$ cat src/rtl/ysyx_24090005_seq_ctrl.sv
// Multi-cycle sequencer: owns the PC and the single memory port, stepping each instruction
// through FETCH, EXEC, MEM and WB, and gating register-file writes and PC updates.
module ysyx_24090005_seq_ctrl #(
  parameter logic [31:0] RESET_PC = 32'h8000_0000,
  parameter int unsigned TIMEOUT  = 255
) (
  input  logic        clk,
  input  logic        rst,
  output logic        mem_req,
  output logic        mem_we,
  output logic [31:0] mem_addr,
  output logic [31:0] mem_wdata,
  input  logic        mem_ack,
  input  logic [31:0] mem_rdata,
  output logic [31:0] pc_o,
  output logic [31:0] inst_o,
  input  logic        is_load,
  input  logic        is_store,
  input  logic        is_ebreak,
  input  logic        rd_wen,
  input  logic [31:0] next_pc,
  input  logic [31:0] ls_addr,
  input  logic [31:0] ls_wdata,
  output logic        rf_wen,
  output logic [31:0] load_data,
  output logic        halt,
  output logic        err,
  output logic [31:0] instret
);

  localparam logic [7:0] TimeoutCnt = TIMEOUT[7:0];

  typedef enum logic [2:0] {
    StIdle,
    StFetch,
    StExec,
    StMem,
    StWb,
    StHalt
  } state_e;

  state_e      state_q;
  logic [31:0] pc_q;
  logic [31:0] inst_q;
  logic [31:0] load_q;
  logic [31:0] instret_q;
  logic        halt_q;
  logic        err_q;
  logic [7:0]  wait_q;
  logic        timed_out;

  // An ack on the cycle the counter hits the limit still wins over the fault.
  assign timed_out = (wait_q == TimeoutCnt);

  always_ff @(posedge clk or posedge rst) begin
    if (rst) begin
      state_q   <= StIdle;
      pc_q      <= RESET_PC;
      inst_q    <= 32'h0000_0013;
      load_q    <= '0;
      instret_q <= '0;
      halt_q    <= 1'b0;
      err_q     <= 1'b0;
      wait_q    <= '0;
    end else begin
      case (state_q)
        StIdle: begin
          wait_q  <= '0;
          state_q <= StFetch;
        end
        StFetch: begin
          if (mem_ack) begin
            inst_q  <= mem_rdata;
            wait_q  <= '0;
            state_q <= StExec;
          end else if (timed_out) begin
            err_q   <= 1'b1;
            halt_q  <= 1'b1;
            state_q <= StHalt;
          end else begin
            wait_q <= wait_q + 8'd1;
          end
        end
        StExec: begin
          if (is_ebreak) begin
            halt_q  <= 1'b1;
            state_q <= StHalt;
          end else if (is_load || is_store) begin
            wait_q  <= '0;
            state_q <= StMem;
          end else begin
            state_q <= StWb;
          end
        end
        StMem: begin
          if (mem_ack) begin
            if (is_load) begin
              load_q <= mem_rdata;
            end
            wait_q  <= '0;
            state_q <= StWb;
          end else if (timed_out) begin
            err_q   <= 1'b1;
            halt_q  <= 1'b1;
            state_q <= StHalt;
          end else begin
            wait_q <= wait_q + 8'd1;
          end
        end
        StWb: begin
          // A misaligned target faults without retiring; rf_wen has still been issued.
          if (next_pc[1:0] != 2'b00) begin
            err_q   <= 1'b1;
            halt_q  <= 1'b1;
            state_q <= StHalt;
          end else begin
            pc_q      <= next_pc;
            instret_q <= instret_q + 32'd1;
            wait_q    <= '0;
            state_q   <= StFetch;
          end
        end
        StHalt: begin
          state_q <= StHalt;
        end
        default: begin
          state_q <= StHalt;
        end
      endcase
    end
  end

  // Port and strobe decode depends only on the state, so reset drops mem_req at once.
  always_comb begin
    mem_req   = 1'b0;
    mem_we    = 1'b0;
    mem_addr  = '0;
    mem_wdata = '0;
    rf_wen    = 1'b0;
    case (state_q)
      StFetch: begin
        mem_req  = 1'b1;
        mem_addr = pc_q;
      end
      StMem: begin
        mem_req   = 1'b1;
        mem_we    = is_store;
        mem_addr  = ls_addr;
        mem_wdata = ls_wdata;
      end
      StWb: begin
        rf_wen = rd_wen;
      end
      default: begin
        rf_wen = 1'b0;
      end
    endcase
  end

  assign pc_o      = pc_q;
  assign inst_o    = inst_q;
  assign load_data = load_q;
  assign instret   = instret_q;
  assign halt      = halt_q;
  assign err       = err_q;

endmodule

$ cat config.mk
export PLATFORM = sky130hd
export DESIGN_NAME = ysyx_24090005_seq_ctrl
export DESIGN_NICKNAME = d
export VERILOG_FILES = /design/src/rtl/ysyx_24090005_seq_ctrl.sv
export SDC_FILE = /design/constraint.sdc
export NUM_CORES = 1
export LEC_CHECK = 0
export CAP_MARGIN = 20
export CORE_MARGIN = 2
export CORE_UTILIZATION = 36
export CTS_BUF_LIST = sky130_fd_sc_hd__clkbuf_16
export CTS_CLUSTER_DIAMETER = 100
export DETAILED_ROUTE_END_ITERATION = 8
export HOLD_SLACK_MARGIN = 0.05
export PLACE_DENSITY = 0.74
export SKIP_CTS_REPAIR_TIMING = 1
export SYNTH_ARGS = -nofsm -noshare
export SYNTH_HDL_FRONTEND = slang
export SYNTH_SLANG_ARGS = --single-unit
$ cat constraint.sdc
create_clock -name clk -period 8.45 [get_ports clk]
set_input_delay 1.69 -clock clk [delete_from_list [all_inputs] [get_ports clk]]
set_output_delay 1.69 -clock clk [all_outputs]
set_load 0.05 [all_outputs]
# After elaboration in Yosys (flattened, before gate mapping)
# Cells that the tools add are included.
[word_totals]
ff_bits = 141
input_bits = 135
output_inout_bits = 197
wordCells = 61
[op_classes]
addsub = 2
n_eq_ne = 13
muxes = 24
bitwise_logic = 1
n_reduce_logical = 13
[ops]
columns = ["operator", "count"]
rows = [
  ["$pmux W32 S2", 1],
  ["$mux W8", 5],
  ["$add A32 B1 Y32 const B", 1],
  ["$mux W32", 1],
  ["$pmux W8 S4", 1],
  ["$mux W3", 6],
  ["$pmux W3 S5", 1],
  ["$ne A2 B2 Y1 const B", 6],
  ["$reduce_and A5 Y1", 2],
  ["$add A8 B1 Y8 const B", 1],
  ["$eq A8 B8 Y1 const B", 1],
  ["$mux W1", 7],
  ["$eq A3 B2 Y1 const B", 2],
  ["$reduce_and A2 Y1", 2],
  ["$reduce_and A4 Y1", 1],
  ["$reduce_bool A2 Y1", 2],
  ["$reduce_bool A4 Y1", 1],
  ["$eq A3 B1 Y1 const B", 1],
  ["$eq A3 B3 Y1 const B", 1],
  ["$logic_not A3 Y1", 1],
  ["$ne A3 B3 Y1 const B", 1],
  ["$pmux W1 S3", 1],
  ["$reduce_and A3 Y1", 1],
  ["$reduce_bool A3 Y1", 1],
  ["5 further kinds", 5],
]

# Depth between registers and ports, before layout
# Gate-level depths: netlist of the first run.
[depth]
ltp_word = 4
mapped_depth = 6
ltp_nobuf = 5

# Least setup slack after synthesis of the first run
# No wires, ideal clock.
[synth_timing]
path_kind = "input -> output"
start = "in ls_addr[10]"
end = "out mem_addr[10]"
t_arrival_ns = 2.409
t_required_ns = 6.760
path_slack_ns = 4.351
cell_stages = 2
n_path_buf = 0
cell_sequence = "mux2i_1 -> nor2_1"
[synth_via]
elab_chain_len = 1
[synth_lines]
columns = ["item", "line", "text"]
rows = [
  ["from (decl)", "22", "input logic [31:0] ls_addr,"],
  ["$pmux W32 S2", "140", "case (state_q)"],
  ["to (decl)", "11", "output logic [31:0] mem_addr,"],
]
# No other way between the ends.

# Worst setup path after layout of the first run
[layout_timing]
start = "in ls_addr[11]"
end = "out mem_addr[11]"
# The elaborated chain is that of the path after synthesis.

==> summary.md, run 1 <==
| Metric | Value |
|---|---|
| DRC violation count after routing | 0 |
| Final Worst Setup Slack | 3.56 ns |
| Post-placement setup slack | 3.56 ns |
| I/O pin total | 332 |
| Combinational family with the most area after synthesis | multiplexers |
| Fraction of the cycle the final worst path needs | 0.579 |
| Initial antenna violation count | 0 |
| Worst setup path startpoint | ls_addr[11] |
| Critical path start-end classification | in2out |
| Clk slew on worst S/H paths | 0.06 ns |
| Most common cell after layout, fill and taps aside | sky130_fd_sc_hd__clkdlybuf4s50_1 |
| Placed cell count | 1058 |
| Final standard cell count with taps included and fillers excluded | 1091 |
| Critical path startpoint category | input port |
| Die width | 138 µm |
| Routed WL | 18600 µm |
| Compound-cell area share of the yosys netlist | 0.0275 |
| Slew margin rel. | 0.453 |
| IO Port Bufs | 331 |
| Required time of the worst setup path | 6.76 ns |
| Number of endpoints failing setup at the final stage | 0 |
| Count of pins over their slew limit | 0 |
| Run status | finished, final reports clean |
| Layout Nets | 986 |
| PwrDens | 403 nW/µm² |
| Register-to-register setup slack | 5.60 ns |
| Count of state elements after synthesis | 141 |
| Actual transition at the worst max-transition pin | 0.820 ns |
| Portion of netlist area occupied by mux cells | 0.216 |
| Number of DRC markers after the initial detailed-route iteration | 242 |
| Cell at the root of the clock tree | sky130_fd_sc_hd__clkbuf_16 |
| Average size of a mapped cell | 12.5 µm² |
| IR drop worst, VDD | 0.260 mV |
| Count of vias placed by the detailed router | 5304 |
| Largest net degree at the start of global routing | 80 |
| Worst reg2reg startpoint | state_q[1] |
| TritonCTS clock tree | yes |
| Highest Clock Rate | 205 MHz |
| Fin Hold WS | 0.471 ns |
| Worst Reg-to-Reg Cells | 5 |
| Placer Congestion | 0.785 |
| Post-route minimum period | 4.89 ns |
| Sequential share of the synthesized area | 0.544 |
| Static power due to leakage | 4.37 nW |
| Unrepaired setup endpoints after global routing | false |
| Max cap viols | 0 |
| Initial Utilization | 0.364 |
| Top FF cell, synth | sky130_fd_sc_hd__dfrtp_1 |
| Synth unique cells | 54 |
| Utilization after layout | 0.596 |
| Final-layout setup total negative slack | 0 ns |
| Total iterations of the first detailed-routing run | 4 |
| Antenna diode count | 0 |
| Via/cell ratio | 4.86 |
| Reg-to-reg critical path endpoint | load_data[11] |
| Top fanout value on the critical path | 1 |
| Area Overhead vs Synth | 63.6% |
| TritonCTS sink count | 141 |
| Synth Area in Adders | 0.00385 |
| Number of levels in the clock H-tree | 4 |
| Number of enable-type register cells in the synthesized netlist | 0 |
| Post-synthesis cell count | 521 |
| Die H | 138 µm |
| Fillcell total | 1484 |
| CORE AREA | 17800 µm² |
| Synth Area in Simple Gates | 0.142 |
| Arrival time reported for the critical path endpoint | 3.20 ns |
| Post-route ant nets | 0 |
| Synthesized netlist net count | 658 |
| Number of placement rows | 49 |
| End point of the critical path | mem_addr[11] |
| Die ar. | 19100 µm² |
| Global routing usage summed across all routing layers | 0.195 |
| Fraction of final layout cells with drive strength greater than 1 | 0.179 |
| Half-perimeter wire length of the detailed placement result | 13800 µm |
| Insertion delay to the later sink of the worst-skew pair | 0.42 ns |
| Type of the worst min-delay path | reg2reg |
| Detailed-route wire length per cell | 17.0 µm |
| TritonCTS Buffers | 17 |
| Xor and xnor area share after synthesis | 0.0458 |
| Final clock skew | 0.00924 ns |
| Syn. warnings | 0 |
| Longest Clk Path Bufs | 2 |
| Share of synthesized flip-flops with an asynchronous set or reset | 1.00 |
| Most frequent cells in the layout | sky130_fd_sc_hd__clkdlybuf4s50_1, sky130_fd_sc_hd__dfrtp_1, sky130_fd_sc_hd__mux2_2, sky130_fd_sc_hd__nor2_1, sky130_fd_sc_hd__and2_1 |
| Total grt overflow | 0 |
| Vias in the first global route | 5430 |
| Endpoint class of the critical path | output port |
| Hold Violations, Final | 0 |
| Wire length of the first global-routing pass | 29700 µm |
| Post-synth design cell area | 6500 µm² |
## sequential cells by signal (all words and copies together), names as in the netlist
| register | count |
|---|---|
| pc_o | 32 |
| halt | 1 |
| err | 1 |
| load_data | 32 |
| inst_o | 32 |
| wait_q | 8 |
| instret | 32 |
| state_q | 3 |
## worst min-delay path by stage
stage,from,end,cells after the start
finish,halt,halt,1
global route,err,err,2
CTS,halt,halt,1
detailed placement,halt,halt,1
global placement,halt,halt,1
floorplan,wait_q[7],wait_q[7],1
## worst max-delay path, stage by stage
cell and delay, ns:
sky130_fd_sc_hd__clkdlybuf4s50_1 0.50, sky130_fd_sc_hd__mux2i_1 0.08, sky130_fd_sc_hd__nor2_1 0.11, sky130_fd_sc_hd__clkdlybuf4s50_1 0.82
## cell families after synthesis
| group | count (synthesis) |
|---|---|
| buf+inv | 32 |
| compound gates | 25 |
| mux | 128 |
| xor+xnor | 34 |
| fa+ha+maj | 2 |
| simple gates | 159 |
| flops | 141 |
## where the power goes
group          switching [mW]  leakage (nW)  total, mW  internal [mW]
logic                    1.58          2.31       2.47          0.887
registers               0.160          1.79       1.08          0.925
clock network           0.315         0.275      0.730          0.415
total                    2.05          4.37       4.28           2.23
## cell usage after synthesis (2+ instances only)
library cell	count	area, µm²
sky130_fd_sc_hd__nor2_1	39	146
sky130_fd_sc_hd__mux2_1	2	22.5
sky130_fd_sc_hd__nor3b_1	2	15.0
sky130_fd_sc_hd__and2_1	39	244
sky130_fd_sc_hd__mux2_2	94	1060
sky130_fd_sc_hd__nor2_2	2	12.5
sky130_fd_sc_hd__clkbuf_1	12	45.0
sky130_fd_sc_hd__nor3_1	3	15.0
sky130_fd_sc_hd__and3_1	9	56.3
sky130_fd_sc_hd__a22oi_1	2	15.0
sky130_fd_sc_hd__xor2_1	5	43.8
sky130_fd_sc_hd__a21oi_1	5	25.0
sky130_fd_sc_hd__mux2i_1	32	320
sky130_fd_sc_hd__nand4_1	16	100
sky130_fd_sc_hd__buf_2	14	70.1
sky130_fd_sc_hd__dfrtp_1	137	3430
sky130_fd_sc_hd__a22o_1	3	26.3
sky130_fd_sc_hd__ha_1	2	25.0
sky130_fd_sc_hd__xnor2_1	29	254
sky130_fd_sc_hd__buf_1	2	7.51
sky130_fd_sc_hd__dfstp_2	4	105
sky130_fd_sc_hd__inv_1	3	11.3
sky130_fd_sc_hd__and4_1	6	52.6
sky130_fd_sc_hd__nand2_1	14	52.6
sky130_fd_sc_hd__o21ai_0	5	25.0
sky130_fd_sc_hd__nand3_1	11	55.1
sky130_fd_sc_hd__or2_2	2	12.5
## metrics by stage
stage / power, mW / area [µm²]
after global placement: 3.55 / 10000
after CTS: 4.32 / 10600
final: 4.28 / 10600
after detailed placement: 3.57 / 10000
after floorplan: 2.72 / 6500
after global routing: 4.46 / 10600
## routing by layer
layer | vias to the layer above | share of wire | track usage
met2 | 244 | 0.51 | 0.347
met3 | 29 | 0.084 | 0.0620
met5 | - | 0 | 0
met1 | 2549 | 0.38 | 0.219
met4 | 0 | 0.024 | 0.0736
li1 | 2482 | - | -
## area by class of cell
| type | instances | area, µm² | share of cell area |
|---|---|---|---|
| clock inverter | 15 | 151 | 0.0142 |
| inverter | 3 | 16.3 | 0.00153 |
| multi-input combinational | 348 | 2830 | 0.266 |
| clock buffer | 17 | 425 | 0.0400 |
| sequential | 141 | 3530 | 0.333 |
| tap | 229 | 287 | 0.0270 |
| timing repair buffer | 338 | 3390 | 0.319 |
No activity file was read; power rests on OpenSTA's default activity.
==> run 2: changes to the inputs <==
- clock period: 8.45 -> 4.8 ns (I/O delays scaled with it)
==> run 2 against run 1 <==
  * Clock skew about the same
  * Flip-flop and latch count is the same
  * Sequential power grew 77%
  * Highest routed layer unchanged
==> summary.md, run 2 (synthesis gave the netlist of run 1 again) <==
| Metric | Value |
|---|---|
| Run status | finished, final reports clean |
| TritonCTS clock tree | yes |
| Fraction of final layout cells with drive strength greater than 1 | 0.179 (+0.000744) |
| Final clock skew | 0.00896 ns (-0.000283 ns) |
| Worst reg2reg startpoint | state_q[1] |
| Longest Clk Path Bufs | 2 (unchanged) |
| Highest Clock Rate | 264 MHz |
| Initial Utilization | 0.364 (unchanged) |
| Number of DRC markers after the initial detailed-route iteration | 304 (+26%) |
| Half-perimeter wire length of the detailed placement result | 14000 µm (+1.5%) |
| Hold Violations, Final | 0 (unchanged) |
| CORE AREA | 17800 µm² (unchanged) |
| DRC violation count after routing | 0 (unchanged) |
| Most frequent cells in the layout | sky130_fd_sc_hd__clkdlybuf4s50_1, sky130_fd_sc_hd__dfrtp_1, sky130_fd_sc_hd__mux2_2, sky130_fd_sc_hd__nor2_1, sky130_fd_sc_hd__and2_1 |
| Final-layout setup total negative slack | 0 ns (unchanged) |
| Die ar. | 19100 µm² (unchanged) |
| Static power due to leakage | 4.40 nW (+0.55%) |
| IR drop worst, VDD | 0.502 mV (+93%) |
| Routed WL | 18500 µm (-0.34%) |
| Type of the worst min-delay path | reg2reg |
| Total grt overflow | 0 (unchanged) |
| Required time of the worst setup path | 3.84 ns (-2.92 ns) |
| Detailed-route wire length per cell | 16.9 µm (-0.53%) |
| Layout Nets | 988 (+0.20%) |
| Arrival time reported for the critical path endpoint | 2.82 ns (-0.38 ns) |
| Number of endpoints failing setup at the final stage | 0 (unchanged) |
| Global routing usage summed across all routing layers | 0.196 (+0.000375) |
| Insertion delay to the later sink of the worst-skew pair | 0.42 ns (about the same) |
| Register-to-register setup slack | 1.91 ns (-3.69 ns) |
| Number of levels in the clock H-tree | 4 (unchanged) |
| TritonCTS sink count | 141 (unchanged) |
| Via/cell ratio | 4.89 (+0.66%) |
| Count of pins over their slew limit | 0 (unchanged) |
| IO Port Bufs | 331 (unchanged) |
| Fraction of the cycle the final worst path needs | 0.788 |
| Worst Reg-to-Reg Cells | 5 (unchanged) |
| Slew margin rel. | 0.341 (-0.112) |
| TritonCTS Buffers | 17 (unchanged) |
| Top fanout value on the critical path | 21 (+20) |
| Most common cell after layout, fill and taps aside | sky130_fd_sc_hd__clkdlybuf4s50_1 |
| Area Overhead vs Synth | 64.1% |
| Vias in the first global route | 5591 (+3.0%) |
| Post-route ant nets | 0 (unchanged) |
| PnR Total Power | 7.62 mW (+78%) |
| Utilization after layout | 0.598 (+0.00175) |
| PwrDens | 715 nW/µm² (+77%) |
| Critical path startpoint category | flip-flop |
| Post-route minimum period | 3.78 ns |
| Total iterations of the first detailed-routing run | 5 (+1) |
| Initial antenna violation count | 0 (unchanged) |
| Unrepaired setup endpoints after global routing | false |
| Die H | 138 µm (unchanged) |
| End point of the critical path | mem_addr[22] |
| Count of vias placed by the detailed router | 5349 (+0.85%) |
| Wire length of the first global-routing pass | 29700 µm (about the same) |
| Placer Congestion | 0.796 (+1.3%) |
| Die width | 138 µm (unchanged) |
| Reg-to-reg critical path endpoint | pc_o[28] |
| I/O pin total | 332 (unchanged) |
| Antenna diode count | 0 (unchanged) |
| Actual transition at the worst max-transition pin | 0.985 ns (+0.165 ns) |
| Critical path start-end classification | reg2out |
| Max cap viols | 0 (unchanged) |
| Largest net degree at the start of global routing | 87 (+8.8%) |
| Number of placement rows | 49 (unchanged) |
| Endpoint class of the critical path | output port |
| Cell at the root of the clock tree | sky130_fd_sc_hd__clkbuf_16 |
| Worst setup path startpoint | state_q[2] |
| Clk slew on worst S/H paths | 0.06 ns (about the same) |
==> run 2: worst min path at each step <==
stage,startpoint,to,slack [ns],depth (start not counted)
after floorplan,wait_q[7],wait_q[7],0.49,1
after global placement,halt,halt,0.46,1
after detailed placement,halt,halt,0.46,1
after CTS,halt,halt,0.47,1
after global routing,halt,halt,0.48,1
final,halt,halt,0.47,1
==> run 2: area by class of cell <==
type / instances / area, µm²
Tap cell: 229 / 287
Timing Repair Buffer: 340 / 3380
Multi-Input combinational cell: 348 / 2830
Inverter: 3 / 16.3
Sequential cell: 141 / 3530
Clock inverter: 15 / 188
Clock buffer: 17 / 425
Fill cell: 1517 / 7180
==> run 2: worst max-delay path, cell delays in order, from the launching register on <==
cell                              delay (ns)
sky130_fd_sc_hd__dfrtp_1                0.47
sky130_fd_sc_hd__nand2b_1               0.59
sky130_fd_sc_hd__buf_4                  0.37
sky130_fd_sc_hd__nor2_1                 0.15
sky130_fd_sc_hd__clkdlybuf4s50_1        0.82
==> run 2: stage by stage <==
step           hold slack (ns)  instance area [µm²]  worst slack, ns  instances
3_3_place_gp             0.460                10000             1.34       1061
2_1_floorplan            0.491                 6500           0.0654        521
3_5_place_dp             0.458                10000             1.33       1061
6_report                 0.472                10700             1.02       1093
5_1_grt                  0.480                10700            0.814       1093
4_1_cts                  0.472                10700            0.945       1093
==> run 2: metal layers <==
metal / part of all wire / vias up / global-route usage
met2: 0.52 / 242 / 0.352
met3: 0.087 / 27 / 0.0724
met5: 0 / - / 0
li1: - / 2487 / -
met4: 0.016 / 0 / 0.0602
met1: 0.38 / 2593 / 0.215
==> run 2: where the power goes <==
part	leakage (nW)	switching (mW)	total, mW	internal, mW
Combinational	2.31	2.77	4.34	1.57
Clock	0.298	0.546	1.37	0.829
Sequential	1.79	0.277	1.91	1.63
